<file path="config.mk">
export PLATFORM = sky130hd
export DESIGN_NAME = branch_seq
export DESIGN_NICKNAME = d
export VERILOG_FILES = /design/src/rtl/branch_seq.sv
export SDC_FILE = /design/constraint.sdc
export NUM_CORES = 1
export LEC_CHECK = 0
export CAP_MARGIN = 20
export CELL_PAD_IN_SITES_DETAIL_PLACEMENT = 0
export CELL_PAD_IN_SITES_GLOBAL_PLACEMENT = 2
export CORE_ASPECT_RATIO = 0.8
export CORE_UTILIZATION = 24
export DETAILED_ROUTE_END_ITERATION = 12
export PLACE_DENSITY_LB_ADDON = 0.1
export SLEW_MARGIN = 20
export SYNTH_ARGS = -nofsm -noshare
export SYNTH_HDL_FRONTEND = slang
export SYNTH_SLANG_ARGS = --single-unit
</file>
<file path="constraint.sdc">
create_clock -name clk -period 1.72 [get_ports clk]
set_clock_uncertainty 0.2 [all_clocks]
set_input_delay 0.172 -clock clk [delete_from_list [all_inputs] [get_ports clk]]
set_output_delay 0.172 -clock clk [all_outputs]
set_load 0.03 [all_outputs]
</file>
<file path="src/rtl/branch_seq.sv">
// branch_seq: conditional-branch microsequencer (Ra -> CON, PC + C -> Z, Z -> PC when CON set).
// Defining BRANCH_STATS_EN adds saturating taken/not-taken counters with a synchronous clear.
module branch_seq #(
    parameter int CNT_W = 16
) (
    input  logic             clk,
    input  logic             clr_n,
    input  logic             start,
    input  logic             con_q,
    output logic             gra,
    output logic             r_out,
    output logic             con_in,
    output logic             pc_out,
    output logic             y_in,
    output logic             c_out,
    output logic             alu_add,
    output logic             z_in,
    output logic             zlo_out,
    output logic             pc_in,
    output logic             busy,
    output logic             done,
    output logic             taken
`ifdef BRANCH_STATS_EN
    ,
    input  logic             stats_clr,
    output logic [CNT_W-1:0] taken_cnt,
    output logic [CNT_W-1:0] ntaken_cnt
`endif
);

    typedef enum logic [2:0] {
        IDLE, RA, CON, PC, ADD, DECIDE, WB, DONE
    } state_t;

    typedef struct packed {
        logic gra;
        logic r_out;
        logic con_in;
        logic pc_out;
        logic y_in;
        logic c_out;
        logic alu_add;
        logic z_in;
        logic zlo_out;
        logic pc_in;
        logic busy;
        logic done;
    } strobe_t;

    state_t  state, next_state;
    strobe_t strb, next_strb;

    always_comb begin
        // NOTE: every output of this block gets a default first, so no path can infer a latch.
        next_state = state;
        next_strb  = '0;

        case (state)
            IDLE:    if (start) next_state = RA;
            RA:      next_state = CON;
            CON:     next_state = PC;
            PC:      next_state = ADD;
            ADD:     next_state = DECIDE;
            DECIDE:  next_state = con_q ? WB : DONE;
            WB:      next_state = DONE;
            DONE:    next_state = start ? RA : IDLE;
            default: next_state = IDLE;
        endcase

        // Strobes are decoded from the next state and registered, so they are glitch-free.
        case (next_state)
            RA:      begin next_strb.gra = 1'b1; next_strb.r_out = 1'b1; end
            CON:     begin next_strb.gra = 1'b1; next_strb.r_out = 1'b1; next_strb.con_in = 1'b1; end
            PC:      begin next_strb.pc_out = 1'b1; next_strb.y_in = 1'b1; end
            ADD:     begin next_strb.c_out = 1'b1; next_strb.alu_add = 1'b1; next_strb.z_in = 1'b1; end
            WB:      begin next_strb.zlo_out = 1'b1; next_strb.pc_in = 1'b1; end
            DONE:    next_strb.done = 1'b1;
            default: ;
        endcase
        next_strb.busy = (next_state != IDLE);
    end

    always_ff @(posedge clk or negedge clr_n) begin
        // NOTE: sequential state uses non-blocking assignments so all registers update together.
        if (!clr_n) begin
            state <= IDLE;
            strb  <= '0;
            taken <= 1'b0;
        end else begin
            state <= next_state;
            strb  <= next_strb;
            if (state == DECIDE) taken <= con_q;
        end
    end

    assign gra     = strb.gra;
    assign r_out   = strb.r_out;
    assign con_in  = strb.con_in;
    assign pc_out  = strb.pc_out;
    assign y_in    = strb.y_in;
    assign c_out   = strb.c_out;
    assign alu_add = strb.alu_add;
    assign z_in    = strb.z_in;
    assign zlo_out = strb.zlo_out;
    assign pc_in   = strb.pc_in;
    assign busy    = strb.busy;
    assign done    = strb.done;

`ifdef BRANCH_STATS_EN
    // Clear wins over a same-cycle increment; both counters stick at all-ones.
    always_ff @(posedge clk or negedge clr_n) begin
        if (!clr_n) begin
            taken_cnt  <= '0;
            ntaken_cnt <= '0;
        end else if (stats_clr) begin
            taken_cnt  <= '0;
            ntaken_cnt <= '0;
        end else if (state == DECIDE) begin
            if (con_q) begin
                if (taken_cnt != '1) taken_cnt <= taken_cnt + 1'b1;
            end else begin
                if (ntaken_cnt != '1) ntaken_cnt <= ntaken_cnt + 1'b1;
            end
        end
    end
`endif

endmodule

</file>
==> After elaboration in Yosys (flattened, before gate mapping) <==
Index checks and enable logic that the tools add are counted.
{ "totals": {"register_bits": 16, "output_inout_bits": 13, "in_bits": 4, "elab_cells": 40} }
{ "classes": {"mux": 10, "n_reduce_logical": 3, "n_eq_ne": 13} }
{ "ops": {"columns": ["cell", "count"], "rows": [
  ["3-bit case mux with 8 select lines", 1],
  ["3-bit == test (second input constant)", 7],
  ["3-bit by 2-bit == test with 1-bit output (second input constant)", 4],
  ["3-bit by 1-bit == test with 1-bit output (second input constant)", 2],
  ["2-bit 2-to-1 mux", 3],
  ["3-bit 2-to-1 mux", 2],
  ["1-bit 2-to-1 mux", 4],
  ["3-bit zero test", 1],
  ["3-bit nonzero test", 1],
  ["2-bit OR reduction", 1]
]} }

==> Longest topological paths before layout <==
{ "depth": {"depth_word": 5, "depth_mapped": 4, "depth_no_buf": 3} }

==> Worst setup path after synthesis <==
No wires, ideal clock.
{ "synth_path": {"kind": "reg2reg", "start": "reg state[0]", "end": "reg strb, in the netlist busy", "setup_time_ps": 118, "period_less_slack_ps": 1298, "required_time_ps": 1402, "setup_slack_ps": 422, "path_stages_with_launch": 4, "path_buffers": 1, "t_arrival_ps": 980, "cell_sequence": "dfrtp_1 > buf_2 > or3_1 > a21o_1"} }
{ "synth_rtl": {"columns": ["item", "line", "text"], "rows": [
  ["start, declared", "50", "state_t state, next_state;"],
  ["start signal, assigned", "90", "state <= next_state;"],
  ["end signal, assigned", "91", "strb <= next_strb;"],
  ["end, declared", "51", "strobe_t strb, next_strb;"]
]} }

==> impl_metrics.toml <==
[status]
outcome = "completed"

[detailed_routing]
drtIter0Drc = 11
met3_length_um = 71
ant_nets = 0
route.top_layer_used = "met3"
dr.pass1.iters = 3
drc = 0
num_vias = 323
wl_met2_um = 348
met1_length_um = 391
routed_wl_um = 811
avgRoutedWirePerCell_um = 10.3
vias_per_cell = 4.09

[worst_setup_path]
path_class = "reg2out"
path_cells = "clkdlybuf4s50_1"
cp_slowest_cell = "clkdlybuf4s50_1"
cpPeakStageDelay_ns = 0.67
worst_ep_arrival_time_ns = 1.28
worstPathMaxFanout = 2
crit_path_end_kind = "primary output"
worstSetupStartpointType = "flop"
path_buf_inv = 1
crit_family = "buffers and inverters"
cp.required_ns = 1.35

[yosys]
syn_area_per_cell_sq_um = 10.6
yosys_warnings = 0
synth.distinct_cells = 18
syn_inst = 43
synth-async-reset-ratio = 1.00
syn-cell-area_sq_um = 458
synthTopCellsByArea = "dfrtp_1 60%, buf_4 8.2%, nand2_1 4.1%"
synth-seq-area-share = 0.601
synth_edf_count = 0
yosys.area.top_type_share = 0.601
synthTopCellsByCount = "11 x dfrtp_1, 5 x buf_4, 5 x nand2_1"
synthesis.nets = 47
synth.most_common_cell = "dfrtp_1"
synth-seq-cells = 11
synth_flop_cell = "dfrtp_1"
synth_top_area_cell = "dfrtp_1"

[floorplan]
core_area_sq_um = 1710
row_count = 13
die_x_um = 50.8
die_h_um = 41.1
die_area_sq_um = 2090
start_util = 0.268
io_pins = 17

[sta]
final.period_utilization = 0.958
maxSlewHeadroom = 0.675
final-max-slew-violation-count = 0
worst_pin_slew_ns = 0.485
tns_ns = 0
fin_crit_ns = 1.65
setup_viol = 0
finalHoldViolCount = 0
hold_ws_ns = 0.0344
rsz0062_at_grt = "false"
fmax_mhz = 607

[cts]
clkLatencyLatePin_ns = 0.26
cts_num_sinks = 11
cts_buffers = 3
ctsHtreeMaxLevel = 1
cts_buffer_depth = 2
root_buffer = "clkbuf_4"
cts_tree = "done"
cts_hold_buf = 0
path_clk_slew_ns = 0.07

[global_routing]
grt_pass1_wl_um = 1300
antenna_found_initial = 0
grt_start_max_net_pins = 12
gr-total-overflow = 0
grt_usage = 0.0961
grt_pass1_vias = 279

[pwr]
p_leak_nw = 0.358
power.density_nw_per_um2 = 2070
total_power_mw = 1.34
peakVddDrop_v = 0.000724

[finish]
n_fill_cell = 176
antennaDiodeCount = 0
final_util = 0.377
layoutNonFillerInstCount = 79
nets = 62
drive_above_1_share = 0.0877
syn2layout_area_growth_pct = 40.7

[job]
max-cap-violations = 0

[min_path]
min_path_type = "in2async"

[place]
dp_hpwl_um = 608
gp_congestion = 0.750
placed_cells = 75
port_buffers = 16
-- cells by family (layout without fill, tap and decap cells) --
kind of cell              count (synthesis)  after routing  synth area share
buffers and inverters                     8             22             0.112
AOI/OAI and AO/OA                         7              7             0.101
and+or+nand+nor                          16             16             0.167
DFF                                      11             11             0.601
xor gates and xnor gates                  1              1            0.0191
-- where the power goes --
group	internal (mW)	switching [mW]	total (mW)
Sequential	0.369	0.107	0.476
Clock	0.0897	0.0812	0.171
Combinational	0.303	0.386	0.689
-- through the flow --
step                cell area (sq um)  setup slack [ns]
floorplan                         458             0.422
global placement                  606             0.342
finish                            644            0.0718
global route                      644           0.00965
CTS                               632            0.0196
detailed placement                606             0.319
-- flip-flops by register name, summed over array words and instances, names as in the netlist --
register	flops
state	3
alu_add	1
busy	1
con_in	1
done	1
gra	1
pc_in	1
pc_out	1
taken	1
-- layer usage --
metal	global-route usage	vias to the layer above
met1	0.116	148
li1	-	163
met4	0.0625	0
met2	0.130	12
met3	0.0556	0
met5	0	-
-- cell type report --
class | count | area, sq um | share of cell area
Timing Repair Buffer | 17 | 180 | 0.280
Clock buffer | 4 | 26.3 | 0.0408
Multi-Input combinational cell | 24 | 131 | 0.204
Inverter | 1 | 3.75 | 0.00583
Tap cell | 22 | 27.5 | 0.0427
Sequential cell | 11 | 275 | 0.427
-- repair_timing --
item                       in CTS  in global routing
setup endpoints to repair       0                  5
resized for setup               0                  5
buffers inserted                0                  0
-- path summary, 6_finish.rpt --
path                               start       end  slack (ns)  cells after the start
worst max-delay path              pc_out      y_in        0.07                      1
worst min-delay path               clr_n  state[0]        0.03                      1
worst max register to register  state[1]      busy        0.37                      2
worst min register to register     taken     taken        0.28                      1
max in group asynchronous          clr_n     pc_in        0.96                      1
min in group clk                   taken     taken        0.28                      1
-- cells in the final DEF (no fill, tap or decap) --
master and n:
dfrtp_1 11, clkdlybuf4s50_1 11, nand2_1 5, dlymetal6s2s_1 5, nor2_1 4, clkbuf_4 3, nand2b_1 2, o21ai_1 2
a21o_1 2, xnor2_1 1, inv_2 1, o21ai_0 1, a22oi_1 1, o32ai_1 1, nor2b_1 1, and3_1 1
nand3_1 1, or3_1 1, and2_1 1, clkbuf_1 1, buf_4 1
Note: power is estimated with default switching activity, not from simulation.
